**config.mk**
```make
export PLATFORM = sky130hd
export DESIGN_NAME = spi_slave
export DESIGN_NICKNAME = d
export VERILOG_FILES = /design/src/rtl/spi_slave.sv
export SDC_FILE = /design/constraint.sdc
export NUM_CORES = 1
export LEC_CHECK = 0
export ABC_AREA = 0
export CORE_ASPECT_RATIO = 0.5
export CORE_UTILIZATION = 53
export DETAILED_ROUTE_END_ITERATION = 8
export PLACE_DENSITY_LB_ADDON = 0.15
export SYNTH_ARGS = -nofsm -noshare
export SYNTH_HDL_FRONTEND = slang
export SYNTH_SLANG_ARGS = --single-unit
```
**constraint.sdc**
```tcl
create_clock -name iClk -period 2 [get_ports iClk]
set_input_delay 0.2 -clock iClk [delete_from_list [all_inputs] [get_ports iClk]]
set_output_delay 0.2 -clock iClk [all_outputs]
set_load 0.01 [all_outputs]
```
**src/rtl/spi_slave.sv**
```systemverilog
// -----------------------------------------------------------------------------
// spi_slave
//
// SPI target endpoint, the bus peer of SpiMaster. SCLK, CS_n and MOSI are
// oversampled in the iClk domain, so every SPI event becomes a one-cycle strobe
// and all state lives on iClk. All four CPOL/CPHA modes are supported. Words
// are DATA_WIDTH bits, full duplex and MSB first.
//
// The parallel side has a one-word transmit holding register. The holding
// register is drained at every word boundary, so a host can keep several words
// flowing inside a single CS assertion. When the holding register is empty at
// a boundary, DEFAULT_TX is shifted out instead.
//
// Optional build macro: SPI_SLAVE_STATUS_EN
//    This macro adds iClrStatus, oUnderrun and oOverrun. Both flags are sticky:
//    - oUnderrun records that DEFAULT_TX was substituted at a mid-frame word
//      boundary.
//    - oOverrun records that a received word was replaced before the host
//      acknowledged it. The host acknowledges a word by issuing iLoad.
//    When a flag is set and cleared in the same cycle, the set wins.
//
// SCLK timing: each SCLK half-period must be at least SYNC_STAGES+3 iClk
// cycles. A shorter half-period lets edge strobes merge or overlap.
// -----------------------------------------------------------------------------
module spi_slave #(
   parameter int                    DATA_WIDTH  = 8,
   parameter int                    SYNC_STAGES = 2,
   parameter logic [DATA_WIDTH-1:0] DEFAULT_TX  = '1
) (
   input  logic                  iClk,
   input  logic                  iRst,
   input  logic                  iCpol,
   input  logic                  iCpha,
   input  logic                  iSpiCs,
   input  logic                  iSpiClk,
   input  logic                  iSpiMosi,
   output logic                  oSpiMiso,
   output logic                  oSpiMisoOe,
   input  logic [DATA_WIDTH-1:0] iDin,
   input  logic                  iLoad,
   output logic                  oTxEmpty,
   output logic [DATA_WIDTH-1:0] oDout,
   output logic                  oValid,
`ifdef SPI_SLAVE_STATUS_EN
   input  logic                  iClrStatus,
   output logic                  oUnderrun,
   output logic                  oOverrun,
`endif
   output logic                  oBusy
);

   // The bit counter only has to reach DATA_WIDTH-1 before it wraps.
   localparam int CW = (DATA_WIDTH > 2) ? $clog2(DATA_WIDTH) : 1;
   localparam logic [CW-1:0] LAST_BIT = CW'(DATA_WIDTH - 1);

   typedef enum logic {
      IDLE,
      ACTIVE
   } SpiState;

   SpiState state;

   // Synchronizer chains and one-cycle-delayed copies for edge detection
   logic [SYNC_STAGES-1:0] csPipe;
   logic [SYNC_STAGES-1:0] sclkPipe;
   logic [SYNC_STAGES-1:0] mosiPipe;
   logic                   csDly;
   logic                   sclkDly;
   logic                   csNow;
   logic                   sclkNow;
   logic                   mosiNow;

   // Edge strobes in the iClk domain
   logic csFall;
   logic csRise;
   logic sclkRise;
   logic sclkFall;
   logic leadEdge;
   logic trailEdge;
   logic sampleEdge;
   logic shiftEdge;

   // Mode, latched when a frame starts
   logic cpolQ;
   logic cphaQ;

   // Datapath
   logic [CW-1:0]         bitCnt;
   logic [DATA_WIDTH-1:0] rxShift;
   logic [DATA_WIDTH-1:0] rxNext;
   logic [DATA_WIDTH-1:0] txShift;
   logic [DATA_WIDTH-1:0] holdReg;
   logic [DATA_WIDTH-1:0] nextWord;
   logic                  txEmpty;

   // Frame and word-boundary events
   logic frameStart;
   logic activeSample;
   logic activeShift;
   logic wordDone;
   logic boundary;
   logic consume;

   assign csNow   = csPipe[SYNC_STAGES-1];
   assign sclkNow = sclkPipe[SYNC_STAGES-1];
   assign mosiNow = mosiPipe[SYNC_STAGES-1];

   assign csFall   = csDly & ~csNow;
   assign csRise   = ~csDly & csNow;
   assign sclkRise = ~sclkDly & sclkNow;
   assign sclkFall = sclkDly & ~sclkNow;

   // CPOL selects which SCLK transition leads. CPHA selects whether the
   // leading edge or the trailing edge samples MOSI.
   assign leadEdge   = cpolQ ? sclkFall : sclkRise;
   assign trailEdge  = cpolQ ? sclkRise : sclkFall;
   assign sampleEdge = cphaQ ? trailEdge : leadEdge;
   assign shiftEdge  = cphaQ ? leadEdge  : trailEdge;

   // A CS rise ends the frame. It takes priority over any SCLK edge in the
   // same cycle, so that edge must not reach the datapath.
   assign frameStart   = (state == IDLE) & csFall;
   assign activeSample = (state == ACTIVE) & ~csRise & sampleEdge;
   assign activeShift  = (state == ACTIVE) & ~csRise & shiftEdge;
   assign wordDone     = activeSample & (bitCnt == LAST_BIT);

   // In CPHA=1 the next word is loaded when the final bit is sampled, which
   // places its MSB ready for the next leading edge. In CPHA=0 the next word
   // is loaded on the shift edge that follows the final sample; the counter
   // has already wrapped to zero when that edge arrives.
   assign boundary = cphaQ ? wordDone : (activeShift & (bitCnt == '0));
   assign consume  = frameStart | boundary;

   assign nextWord = txEmpty ? DEFAULT_TX : holdReg;
   assign rxNext   = {rxShift[DATA_WIDTH-2:0], mosiNow};

   // Bring the asynchronous bus pins into the iClk domain.
   // Reset loads the idle bus levels so that reset itself creates no edge.
   always_ff @(posedge iClk) begin
      if (iRst) begin
         csPipe   <= '1;
         sclkPipe <= {SYNC_STAGES{iCpol}};
         mosiPipe <= '0;
         csDly    <= 1'b1;
         sclkDly  <= iCpol;
      end else begin
         csPipe   <= {csPipe[SYNC_STAGES-2:0], iSpiCs};
         sclkPipe <= {sclkPipe[SYNC_STAGES-2:0], iSpiClk};
         mosiPipe <= {mosiPipe[SYNC_STAGES-2:0], iSpiMosi};
         csDly    <= csNow;
         sclkDly  <= sclkNow;
      end
   end

   // Transmit holding register.
   // A consume and an iLoad in the same cycle hand the old word to the shifter
   // and keep the new word pending.
   always_ff @(posedge iClk) begin
      if (iRst) begin
         holdReg <= '0;
         txEmpty <= 1'b1;
      end else if (iLoad) begin
         holdReg <= iDin;
         txEmpty <= 1'b0;
      end else if (consume) begin
         txEmpty <= 1'b1;
      end
   end

   assign oTxEmpty = txEmpty;

   // Frame state machine: mode latch, bit counter, RX/TX shifters and the
   // registered MISO, enable, valid and busy outputs.
   always_ff @(posedge iClk) begin
      if (iRst) begin
         state      <= IDLE;
         cpolQ      <= 1'b0;
         cphaQ      <= 1'b0;
         bitCnt     <= '0;
         rxShift    <= '0;
         txShift    <= '0;
         oSpiMiso   <= 1'b0;
         oSpiMisoOe <= 1'b0;
         oDout      <= '0;
         oValid     <= 1'b0;
         oBusy      <= 1'b0;
      end else begin
         oValid <= 1'b0;
         case (state)
            IDLE: begin
               if (csFall) begin
                  state      <= ACTIVE;
                  cpolQ      <= iCpol;
                  cphaQ      <= iCpha;
                  bitCnt     <= '0;
                  rxShift    <= '0;
                  txShift    <= nextWord;
                  oSpiMisoOe <= 1'b1;
                  oBusy      <= 1'b1;
                  if (!iCpha) begin
                     oSpiMiso <= nextWord[DATA_WIDTH-1];
                  end
               end
            end

            ACTIVE: begin
               if (csRise) begin
                  state      <= IDLE;
                  bitCnt     <= '0;
                  oSpiMisoOe <= 1'b0;
                  oSpiMiso   <= 1'b0;
                  oBusy      <= 1'b0;
               end else begin
                  if (sampleEdge) begin
                     rxShift <= rxNext;
                     if (bitCnt == LAST_BIT) begin
                        bitCnt <= '0;
                        oDout  <= rxNext;
                        oValid <= 1'b1;
                        if (cphaQ) begin
                           txShift <= nextWord;
                        end
                     end else begin
                        bitCnt <= bitCnt + CW'(1);
                     end
                  end
                  if (shiftEdge) begin
                     if (!cphaQ) begin
                        if (bitCnt == '0) begin
                           txShift  <= nextWord;
                           oSpiMiso <= nextWord[DATA_WIDTH-1];
                        end else begin
                           txShift  <= {txShift[DATA_WIDTH-2:0], 1'b0};
                           oSpiMiso <= txShift[DATA_WIDTH-2];
                        end
                     end else begin
                        oSpiMiso <= txShift[DATA_WIDTH-1];
                        txShift  <= {txShift[DATA_WIDTH-2:0], 1'b0};
                     end
                  end
               end
            end

            default: begin
               state <= IDLE;
            end
         endcase
      end
   end

`ifdef SPI_SLAVE_STATUS_EN
   // Set when a received word is waiting for an iLoad acknowledge
   logic unacked;
   logic underrunSet;
   logic overrunSet;

   // An iLoad in the same cycle as oValid firing still counts as acknowledging
   // the word that oValid is about to replace.
   assign underrunSet = boundary & txEmpty;
   assign overrunSet  = wordDone & unacked & ~iLoad;

   // Sticky status flags. A set takes priority over a clear in the same cycle.
   always_ff @(posedge iClk) begin
      if (iRst) begin
         oUnderrun <= 1'b0;
         oOverrun  <= 1'b0;
         unacked   <= 1'b0;
      end else begin
         if (underrunSet) begin
            oUnderrun <= 1'b1;
         end else if (iClrStatus) begin
            oUnderrun <= 1'b0;
         end
         if (overrunSet) begin
            oOverrun <= 1'b1;
         end else if (iClrStatus) begin
            oOverrun <= 1'b0;
         end
         if (wordDone) begin
            unacked <= 1'b1;
         end else if (iLoad) begin
            unacked <= 1'b0;
         end
      end
   end
`endif

endmodule

```
Yosys cells after proc, flatten, opt, wreduce, memory -nomap -nowiden
Cells that the tools add are included.
{"block": "totals", "ff_bits": 49, "inputBits": 16, "output_inout_bits": 13, "wordCells": 99}
{"block": "classes", "add_sub_neg": 1, "n_eq_ne": 11, "mux": 42, "bitwise": 18, "n_reduce_logical": 10}
{"operator": "8-bit two-way mux", "count": 9}
{"operator": "7-bit two-way mux", "count": 3}
{"operator": "1-bit two-way mux", "count": 19}
{"operator": "8-bit one-hot mux with 2 select lines", "count": 1}
{"operator": "3-bit by 1-bit != test with 1-bit output, second input constant", "count": 5}
{"operator": "7-bit one-hot mux with 2 select lines", "count": 1}
{"operator": "3-bit two-way mux", "count": 4}
{"operator": "1-bit AND", "count": 10}
{"operator": "1-bit NOT", "count": 7}
{"operator": "2-bit != test, second input constant", "count": 3}
{"operator": "1-bit one-hot mux with 2 select lines", "count": 3}
{"operator": "3-bit one-hot mux with 2 select lines", "count": 1}
{"operator": "2-bit AND reduction", "count": 3}
{"operator": "3-bit AND reduction", "count": 2}
{"operator": "5-bit AND reduction", "count": 1}
{"operator": "2-bit by 1-bit != test with 1-bit output, second input constant", "count": 2}
{"operator": "4-bit AND reduction", "count": 1}
{"operator": "4-bit OR reduction", "count": 1}
{"operator": "3-bit by 1-bit adder with 3-bit output, second input constant", "count": 1}
{"operator": "3-bit equality test, second input constant", "count": 1}
{"operator": "3-bit zero test", "count": 1}
{"operator": "2-bit two-way mux", "count": 1}
{"operator": "2-bit nonzero test", "count": 1}
{"operator": "1-bit OR", "count": 1}

Longest topological paths before layout
Gate-level depths: netlist of the first run.
{"block": "logic_depth", "word_depth": 10, "ltp_mapped": 7, "depth_no_buf": 7}

Least setup slack after synthesis of the first run
No wires, ideal clock.
{"block": "synth_path", "path_kind": "reg2reg", "startpoint": "reg cphaQ", "endpoint": "reg bitCnt[1]", "setup_ns": 0.070, "arrival_ns": 1.726, "t_required_ns": 1.930, "path_slack_ns": 0.204, "stages_incl_launch_ff": 7, "path_buffers": 1, "synth_period_minus_slack_ns": 1.796, "cell_sequence": "dfxtp_1 -> buf_2 -> xor2_2 -> mux2i_4 -> a21oi_2 -> or4b_1 -> a21oi_1"}
{"block": "synth_via", "elab_chain_cells": 3}
{"element": "start: declaration", "line_no": "85", "source": "logic cphaQ;"}
{"element": "start signal: assignment", "line_no": "194", "source": "cphaQ <= iCpha;"}
{"element": "1-bit two-way mux", "line_no": "117", "source": "assign sampleEdge = cphaQ ? trailEdge : leadEdge;"}
{"element": "3-bit by 1-bit != test with 1-bit output (no line)"}
{"element": "2-bit AND reduction (no line)"}
{"element": "end signal: assignment", "line_no": "224", "source": "bitCnt <= bitCnt + CW'(1);"}
{"element": "end: declaration", "line_no": "88", "source": "logic [CW-1:0] bitCnt;"}
No other way between the ends.
A chain may end at the register's enable or synchronous reset.

Final worst setup path of the first run
Ends and elaborated chain as after synthesis.

==> results of run 1 <==
[routing by layer]
metal / wire length (microns) / up-vias / GRT usage / share of wire
met3: 137 / 2 / 0.06500 / 0.035
met4: 8 / 0 / 0.04839 / 0.0021
met5: 0 / - / 0 / 0
met1: 1969 / 735 / 0.2581 / 0.51
met2: 1781 / 27 / 0.3618 / 0.46
li1: - / 832 / - / -
[area by class of cell]
cell class	instances	area share
Multi-Input combinational cell	157	0.4004
Sequential cell	49	0.3949
Timing Repair Buffer	34	0.1308
Clock buffer	7	0.03471
Tap cell	51	0.02565
Inverter	9	0.01358
[report_power, final]
group	internal [uW]	switching, uW	leakage, uW
Combinational	109	103	0.000516
Clock	275	301	0.0000443
Sequential	1010	25.2	0.000401
[sequential cells by signal (all words and copies together) (netlist names), 2 cells and up]
name and flops:
sclkPipe 2, txShift 8, oDout 8, bitCnt 3, rxShift 7, holdReg 8
csPipe 2, mosiPipe 2
[through the flow]
stage	total power, uW	hold WS, ps	instances	instance area [sq um]
after detailed placement	1269	397.1	300	2389
final	1827	416.6	307	2487
after global routing	1915	430.5	307	2487
after global placement	1263	393.3	300	2389
after CTS	1835	420.3	307	2475
after floorplan	1192	303.8	228	2054
[path summary, 6_finish.rpt]
| kind | startpoint | endpoint | slack [ps] | depth (start not counted) |
|---|---|---|---|---|
| worst max register to register | cphaQ | bitCnt[1] | 150 | 5 |
| worst min-delay path | csPipe[0] | csPipe[1] | 420 | 1 |
| worst min register to register | csPipe[0] | csPipe[1] | 420 | 1 |
| worst max-delay path | cphaQ | bitCnt[1] | 150 | 5 |
[cell usage after synthesis, types with 3 or more instances]
| cell | n | area share |
|---|---|---|
| sky130_fd_sc_hd__nand3_1 | 16 | 0.039 |
| sky130_fd_sc_hd__dfxtp_1 | 49 | 0.48 |
| sky130_fd_sc_hd__nand2_1 | 26 | 0.048 |
| sky130_fd_sc_hd__o21ai_0 | 6 | 0.015 |
| sky130_fd_sc_hd__nor2b_1 | 3 | 0.0091 |
| sky130_fd_sc_hd__clkbuf_1 | 9 | 0.016 |
| sky130_fd_sc_hd__nand2b_1 | 6 | 0.018 |
| sky130_fd_sc_hd__inv_1 | 9 | 0.016 |
| sky130_fd_sc_hd__ha_1 | 3 | 0.018 |
| sky130_fd_sc_hd__o2bb2ai_1 | 7 | 0.030 |
| sky130_fd_sc_hd__a21oi_1 | 26 | 0.063 |
| sky130_fd_sc_hd__mux2i_1 | 18 | 0.088 |
| sky130_fd_sc_hd__or2_2 | 9 | 0.027 |
| sky130_fd_sc_hd__nor2_1 | 14 | 0.026 |
[worst reg2reg max path: stages, from the launching register on]
cell and delay, ps:
sky130_fd_sc_hd__dfxtp_1 400, sky130_fd_sc_hd__xor2_2 270, sky130_fd_sc_hd__mux2i_4 340, sky130_fd_sc_hd__a21oi_2 120, sky130_fd_sc_hd__or4b_1 520, sky130_fd_sc_hd__a21oi_1 150
[cells by family (layout without fill, tap and decap cells)]
family,count (synthesis),count (layout),share of synthesized area
adders and majority gates,3,3,0.01827
buffers and inverters,22,50,0.04324
xor gates and xnor gates,2,2,0.01218
DFF,49,49,0.4775
muxes,21,21,0.1096
AOI/OAI and AO/OA,47,47,0.1383
and+or+nand+nor,84,84,0.2010
==> implementation parameters, run 1 <==
Parameter                              Value

Timing
  Shortest clock period the worst path allows after layout ... 1854 ps
  Max-slew violation count ... 0
  Total Neg Setup Slack ... 0 ps
  Worst-case headroom to the max-slew limit ... 0.6451
  Setup repair after global routing missed its margin ... false
  Final Hold Violating Endpoints ... 0
  Transition time of the tightest slew-check pin ... 530.7 ps
  Number of setup violations in the final report ... 0
  Peak clock frequency supported by timing ... 539.5 MHz
  Worst setup margin ... 146.3 ps
  Post-Route Skew ... 3.465 ps
  Fraction of the cycle the final worst path needs ... 0.9269

GRT
  Wire length of the first global-routing pass ... 6555 microns
  Maximum number of pins on one net before global-route repair ... 24
  Initial antenna violation count ... 0
  All-layer global routing usage ... 0.2070
  Overflow after GRT ... 0
  Number of global-route vias before repair ... 1,473

Setup path
  Kind of critical path ... reg -> reg
  Critical path required time ... 2230 ps
  CP bufs+invs ... 0
  Slowest stage cell on the critical path ... sky130_fd_sc_hd__or4b_1
  Largest fanout on the critical path ... 5
  Maximum cell stage delay along the critical path ... 520 ps
  Cell family with the largest share of critical-path delay ... simple AND/OR/NAND/NOR gates
  Critical path cell sequence ... xor2_2 > mux2i_4 > a21oi_2 > or4b_1 > a21oi_1
  Crit path launch type ... flop
  CP endpoint kind ... flop
  Arrival time reported for the critical path endpoint ... 2090 ps

Cells and area
  Commonest cells after routing, fill and taps aside ... 48 x sky130_fd_sc_hd__dfxtp_1, 28 x sky130_fd_sc_hd__clkdlybuf4s50_1, 26 x sky130_fd_sc_hd__a21oi_1, 25 x sky130_fd_sc_hd__nand2_1, 18 x sky130_fd_sc_hd__mux2i_1
  Core occupancy in the finished layout ... 0.6975
  Area of the multi-input gates ... 996.0 sq um
  Area delta synth->final ... 21.07%
  Net count reported at finish ... 275
  Fraction of final layout cells with drive strength greater than 1 ... 0.1250
  Number of diodes ... 0
  Leading cell type in the layout, fill and taps excluded ... sky130_fd_sc_hd__dfxtp_1
  Fillers ... 299
  Sequential Area ... 982.2 sq um

Routing
  DRC violations left ... 0
  Per-cell via count in the routed design ... 5.199
  Final routed wire length divided by cell count ... 12.69 microns
  First drt pass iteration count ... 4
  Iter 0 DRT Violations ... 55
  Antenna-violating nets left ... 0
  Routed wire length ... 3897 microns
  Via total after detailed routing ... 1,596

Floorplan
  Floorplan die area ... 4145 sq um
  Number of placement rows ... 15
  Placeable core region ... 3566 sq um
  Top-level I/O count ... 29
  Initial core utilization ... 0.5761
  Floorplan die width ... 90.05 microns
  Die boundary height ... 46.03 microns

Synth
  Number of enable flip-flop cells after synthesis ... 0
  Flops & latches, synth ... 49
  Fraction of the yosys area taken by sequential cells ... 0.4775
  Synth Flop Type ... sky130_fd_sc_hd__dfxtp_1
  Post-Synthesis Cells ... 228
  Yosys warning total ... 0
  Post-synthesis instance area ... 2054 sq um
  Number of unique standard cell types used by synthesis ... 37
  Syn_nets ... 247
  Share of flip-flops with an asynchronous set or reset after synthesis ... 0
  Average footprint of a synthesized cell ... 9.011 sq um

Clock network
  Clock-pin slew on the worst setup and hold paths ... 80 ps
  CTS Root Cell ... sky130_fd_sc_hd__clkbuf_8
  H-tree levels ... 2
  Number of buffers inserted by post-CTS setup repair ... 0
  Quantity of gates resized following cts ... 0
  Number of buffers created by CTS ... 5
  Number of hold buffers added after CTS ... 0
  Buffer depth of the longest clock path ... 2
  Clock tree from TritonCTS ... done
  Total clock sinks ... 49
  Worst skew pair latency ... 290 ps

Pwr
  Power per standard cell area ... 734.4 nW/um^2
  Worst VDD drop ... 0.0004304 V
  Total leakage power ... 0.0009607 uW

Placement
  Detail Placement HPWL ... 2721 microns
  RD Place Congestion ... 0.8222
  Number of buffer cells added on primary ports ... 28
  Setup WS pre-CTS ... 125.0 ps

Run status
  Run status ... complete, no violations

Flow run
  Maxcap violations ... 0

Worst hold path
  Class of the worst hold path ... reg -> reg
Power figures use the tool's default switching activity.
==> inputs of run 2 (changes only) <==
--- a/config.mk
+++ b/config.mk
@@ -9,7 +9,7 @@
 export CORE_ASPECT_RATIO = 0.5
 export CORE_UTILIZATION = 53
 export DETAILED_ROUTE_END_ITERATION = 8
-export PLACE_DENSITY_LB_ADDON = 0.15
+export PLACE_DENSITY = 0.78
 export SYNTH_ARGS = -nofsm -noshare
 export SYNTH_HDL_FRONTEND = slang
 export SYNTH_SLANG_ARGS = --single-unit
==> constraint.sdc (replaced) <==
create_clock -name iClk -period 2.12 [get_ports iClk]
set_input_delay 0.212 -clock iClk [delete_from_list [all_inputs] [get_ports iClk]]
set_output_delay 0.212 -clock iClk [all_outputs]
set_load 0.01 [all_outputs]
==> implementation parameters, run 2 (synthesis gave the netlist of run 1 again) <==
Parameter                              Value

Run status
  Run status ... complete, no violations

Cells and area
  Area delta synth->final ... 21.86%
  Leading cell type in the layout, fill and taps excluded ... sky130_fd_sc_hd__dfxtp_1
  Commonest cells after routing, fill and taps aside ... 49 x sky130_fd_sc_hd__dfxtp_1, 28 x sky130_fd_sc_hd__clkdlybuf4s50_1, 26 x sky130_fd_sc_hd__nand2_1, 26 x sky130_fd_sc_hd__a21oi_1, 18 x sky130_fd_sc_hd__mux2i_1
  Fillers ... 270
  Number of diodes ... 0
  Area of the multi-input gates ... 987.2 sq um
  Largest registers ... holdReg: 8 flops, oDout: 8 flops, txShift: 8 flops
  Core occupancy in the finished layout ... 0.7021
  Fraction of final layout cells with drive strength greater than 1 ... 0.1133
  Net count reported at finish ... 274
  Sequential Area ... 980.9 sq um

Setup path
  Largest fanout on the critical path ... 7
  Critical path required time ... 2350 ps
  Arrival time reported for the critical path endpoint ... 2180 ps
  Beginning of the worst register-to-register path ... cphaQ
  Depth of the most critical reg-to-reg path ... 5
  CP endpoint kind ... flop
  Critical path cell sequence ... xor2_2 > mux2i_4 > a21oi_2 > or4b_1 > a21oi_1
  Setup slack on the worst flop-to-flop path ... 170 ps
  Slowest stage cell on the critical path ... sky130_fd_sc_hd__dfxtp_1
  Crit path launch type ... flop
  Worst reg2reg path endpoint ... bitCnt[1]
  Maximum cell stage delay along the critical path ... 500 ps
  Cell family with the largest share of critical-path delay ... flip-flops
  CP bufs+invs ... 0
  Kind of critical path ... reg -> reg

Routing
  DRC violations left ... 0
  Routed wire length ... 4164 microns
  First drt pass iteration count ... 4
  Per-cell via count in the routed design ... 5.274
  Via total after detailed routing ... 1,619
  Iter 0 DRT Violations ... 64
  Antenna-violating nets left ... 0
  Final routed wire length divided by cell count ... 13.56 microns

Pwr
  Total leakage power ... 0.0009658 uW
  Part of the total power dissipated in the clock network ... 0.368
  Worst VDD drop ... 0.0004808 V
  Power per standard cell area ... 746.4 nW/um^2
  Comb power frac ... 0.106
  Power consumption ... 1869 uW
  Portion of total power attributed to sequential cells ... 0.525
  Switching fraction of total power ... 0.2288
  Net Sw Power ... 427.5 uW
  Total internal power ... 1441 uW

Floorplan
  Die boundary height ... 46.03 microns
  Floorplan die area ... 4145 sq um
  Top-level I/O count ... 29
  Number of placement rows ... 15
  Floorplan die width ... 90.05 microns
  Placeable core region ... 3566 sq um
  Initial core utilization ... 0.5761

GRT
  Met2 Usage GRT ... 0.3710
  All-layer global routing usage ... 0.2141
  Overflow after GRT ... 0
  Initial antenna violation count ... 0
  GRT busiest layer ... met2
  Maximum number of pins on one net before global-route repair ... 28
  Wire length of the first global-routing pass ... 6831 microns
  Grt met1 use ... 0.2684
  GR Util met3 ... 0.05500
  Number of global-route vias before repair ... 1,484

Timing
  Number of setup violations in the final report ... 0
  Shortest clock period the worst path allows after layout ... 1951 ps
  Transition time of the tightest slew-check pin ... 538.2 ps
  Peak clock frequency supported by timing ... 512.4 MHz
  Post-Route Skew ... 12.62 ps
  Worst setup margin ... 168.5 ps
  Final Hold Violating Endpoints ... 0
  Total Neg Setup Slack ... 0 ps
  Worst-case headroom to the max-slew limit ... 0.6401
  Fraction of the cycle the final worst path needs ... 0.9205
  Max-slew violation count ... 0
  Setup repair after global routing missed its margin ... false

Worst hold path
  Hold path endpoint ... csPipe[1]
  Class of the worst hold path ... reg -> reg
  Worst Hold Depth ... 1
  Hold path startpoint ... csPipe[0]

Clock network
  Number of buffers created by CTS ... 5
  H-tree levels ... 2
  Quantity of gates resized following cts ... 0
  CTS Root Cell ... sky130_fd_sc_hd__clkbuf_8
  Clock tree from TritonCTS ... done
  Buffer depth of the longest clock path ... 2
  Clock-pin slew on the worst setup and hold paths ... 90 ps
  Number of buffers inserted by post-CTS setup repair ... 0
  Number of hold buffers added after CTS ... 0
  Worst skew pair latency ... 300 ps
  Total clock sinks ... 49

Placement
  Number of buffer cells added on primary ports ... 28
  RD Place Congestion ... 0.8381
  Detail Placement HPWL ... 2949 microns
  Setup WS pre-CTS ... 190.1 ps

Flow run
  Maxcap violations ... 0
[run 2: cell types whose count changed in the layout (fill, tap and decap cells not counted), sizes merged]
cell | previous run | this run
bufinv | 0 | 1
clkbuf | 7 | 6
clkinvlp | 0 | 1
buf | 6 | 5
[run 2: worst max path at each step]
stage / startpoint / end / slack (ps) / cells after the start
5_1_grt: bitCnt[1] / txShift[2] / 20 / 7
6_report: cphaQ / bitCnt[1] / 170 / 5
3_5_place_dp: cphaQ / txShift[7] / 190 / 5
2_1_floorplan: cphaQ / bitCnt[1] / 320 / 6
4_1_cts: cphaQ / bitCnt[1] / 170 / 5
3_3_place_gp: cphaQ / bitCnt[1] / 260 / 5
[run 2: layer usage]
metal  part of all wire  wire length [microns]  vias to the layer above
li1                   -                      -                      832
met1               0.49                   2060                      751
met2               0.46                   1918                       30
met3              0.032                    134                        6
met4              0.012                     52                        0
met5                  0                      0                        -
[run 2: worst register-to-register path, delay by kind of cell, from the launching register on]
family,cells,cell delay [ps]
and+or+nand+nor,1,500
xor gates and xnor gates,1,280
AOI/OAI and AO/OA,2,280
muxes,1,330
DFF,1,500
[run 2: power groups by stage]
stage                     clock network [uW]  registers (uW)  logic (uW)
after floorplan                            0             997         128
after detailed placement                   0            1000         197
after global routing                     744             986         218
after global placement                     0            1000         190
final                                    689             982         199
after CTS                                696             981         198
[run 2: through the flow]
| step | hold WS (ps) | cells | instance area (sq um) |
|---|---|---|---|
| 3_5_place_dp | 404.6 | 299 | 2381 |
| 5_1_grt | 457.1 | 307 | 2504 |
| 2_1_floorplan | 315.8 | 228 | 2054 |
| 3_3_place_gp | 392.5 | 299 | 2381 |
| 4_1_cts | 425.9 | 307 | 2501 |
| 6_report | 423.3 | 307 | 2504 |
[run 2: layout make-up]
type / instances / area share
Sequential cell: 49 / 0.3918
Clock buffer: 6 / 0.03298
Timing Repair Buffer: 33 / 0.1269
Inverter: 9 / 0.01349
Multi-Input combinational cell: 157 / 0.3943
Clock inverter: 2 / 0.01499
Tap cell: 51 / 0.02549
==> inputs of run 3 (changes only) <==
--- a/config.mk
+++ b/config.mk
@@ -7,6 +7,7 @@
 export LEC_CHECK = 0
 export ABC_AREA = 0
 export CORE_ASPECT_RATIO = 0.5
+export CORE_MARGIN = 1.5
 export CORE_UTILIZATION = 53
 export DETAILED_ROUTE_END_ITERATION = 8
 export PLACE_DENSITY = 0.78
==> implementation parameters, run 3 (synthesis gave the netlist of run 1 again) <==
Parameter                              Value

Floorplan
  Floorplan die area ... 4282 sq um
  Initial core utilization ... 0.5761
  Floorplan die width ... 91.05 microns
  Die boundary height ... 47.03 microns
  Placeable core region ... 3566 sq um
  Top-level I/O count ... 29
  Number of placement rows ... 15

Timing
  Max-slew violation count ... 0
  Peak clock frequency supported by timing ... 503.4 MHz
  Final Hold Violating Endpoints ... 0
  Transition time of the tightest slew-check pin ... 518.0 ps
  Fraction of the cycle the final worst path needs ... 0.9371
  Number of setup violations in the final report ... 0
  Worst setup margin ... 133.3 ps
  Setup repair after global routing missed its margin ... false
  Post-Route Skew ... 5.678 ps
  Shortest clock period the worst path allows after layout ... 1987 ps
  Worst-case headroom to the max-slew limit ... 0.6536
  Total Neg Setup Slack ... 0 ps
  WHS ... 417.7 ps

Setup path
  Arrival time reported for the critical path endpoint ... 2210 ps
  Largest fanout on the critical path ... 7
  Kind of critical path ... reg -> reg
  Depth of the most critical reg-to-reg path ... 5
  Worst reg2reg path endpoint ... bitCnt[1]
  Beginning of the worst register-to-register path ... cphaQ
  Maximum cell stage delay along the critical path ... 500 ps
  CP endpoint kind ... flop
  Setup slack on the worst flop-to-flop path ... 130 ps
  Critical path required time ... 2340 ps
  Crit path launch type ... flop
  Slowest stage cell on the critical path ... sky130_fd_sc_hd__dfxtp_1
  Critical path cell sequence ... xor2_2 > mux2i_4 > a21oi_2 > or4b_1 > a21oi_1

Cells and area
  Sequential Area ... 980.9 sq um
  Net count reported at finish ... 275
  Number of diodes ... 0
  Largest registers ... holdReg: 8 flops, oDout: 8 flops, txShift: 8 flops
  Leading cell type in the layout, fill and taps excluded ... sky130_fd_sc_hd__dfxtp_1
  Fillers ... 286
  Area delta synth->final ... 21.92%
  Area of the multi-input gates ... 984.7 sq um
  Core occupancy in the finished layout ... 0.7025
  Commonest cells after routing, fill and taps aside ... 49 x sky130_fd_sc_hd__dfxtp_1, 28 x sky130_fd_sc_hd__clkdlybuf4s50_1, 26 x sky130_fd_sc_hd__nand2_1, 26 x sky130_fd_sc_hd__a21oi_1, 18 x sky130_fd_sc_hd__mux2i_1
  Fraction of final layout cells with drive strength greater than 1 ... 0.1089

GRT
  Number of global-route vias before repair ... 1,518
  Maximum number of pins on one net before global-route repair ... 31
  Wire length of the first global-routing pass ... 6762 microns
  Overflow after GRT ... 0
  All-layer global routing usage ... 0.2067
  Initial antenna violation count ... 0

Clock network
  Worst skew pair latency ... 290 ps
  Number of hold buffers added after CTS ... 0
  Buffer depth of the longest clock path ... 2
  CTS Root Cell ... sky130_fd_sc_hd__clkbuf_8
  Total clock sinks ... 49
  Number of buffers created by CTS ... 5
  Number of buffers inserted by post-CTS setup repair ... 0
  H-tree levels ... 2
  Clock tree from TritonCTS ... done
  Clock-pin slew on the worst setup and hold paths ... 90 ps
  Quantity of gates resized following cts ... 0

Worst hold path
  Hold path startpoint ... csPipe[0]
  Hold path endpoint ... csPipe[1]
  Class of the worst hold path ... reg -> reg
  Worst Hold Depth ... 1

Routing
  Routed wire length ... 3986 microns
  Final routed wire length divided by cell count ... 12.94 microns
  Antenna-violating nets left ... 0
  DRC violations left ... 0
  Per-cell via count in the routed design ... 5.276
  First drt pass iteration count ... 4
  Via total after detailed routing ... 1,625
  Iter 0 DRT Violations ... 27

Flow run
  Maxcap violations ... 0

Pwr
  Power consumption ... 1852 uW
  Power per standard cell area ... 739.2 nW/um^2
  Worst VDD drop ... 0.0004366 V
  Total leakage power ... 0.0009708 uW

Placement
  Number of buffer cells added on primary ports ... 28
  RD Place Congestion ... 0.8378
  Detail Placement HPWL ... 2855 microns
  Setup WS pre-CTS ... 170.1 ps

Run status
  Run status ... complete, no violations
## run 3: changes by cell type in the layout (fill, tap and decap cells not counted), sizes merged
cell	before	now
buf	5	6
clkbuf	6	7
clkinvlp	1	0
## run 3: per-layer routing
layer	vias to the layer above	global-route usage	part of all wire
met5	-	0	0
met4	0	0.08750	0.011
met3	4	0.05178	0.037
met2	25	0.3701	0.47
met1	762	0.2507	0.48
li1	834	-	-
## run 3: power breakdown
group	switching, uW	internal (uW)
combinational	94.4	101
sequential	24.1	956
clock	291	385
total	410	1440
## run 3: how the worst max path moves through the flow
stage / endpoint / slack, ps / from / cells after the start
finish: bitCnt[1] / 130 / cphaQ / 5
global route: bitCnt[1] / 10 / cphaQ / 5
CTS: bitCnt[1] / 140 / cphaQ / 5
detailed placement: bitCnt[1] / 170 / cphaQ / 5
global placement: bitCnt[1] / 260 / cphaQ / 5
floorplan: bitCnt[1] / 320 / cphaQ / 6
## run 3: cell type report
cell class	instances	share of cell area
Inverter	9	0.01349
Timing Repair Buffer	34	0.1299
Clock inverter	1	0.01199
Multi-Input combinational cell	157	0.3931
Clock buffer	7	0.03447
Tap cell	51	0.02547
Sequential cell	49	0.3916
## run 3: worst max-delay path, delay by kind of cell (launching register included)
family                    cells  cell delay, ps
DFF                           1             500
and+or+nand+nor               1             500
muxes                         1             350
xor gates and xnor gates      1             280
AOI/OAI and AO/OA             2             280
## run 3: through the flow
step                cell area [sq um]  std cells
floorplan                        2054        228
global placement                 2389        300
detailed placement               2389        300
CTS                              2505        308
global route                     2505        308
finish                           2505        308
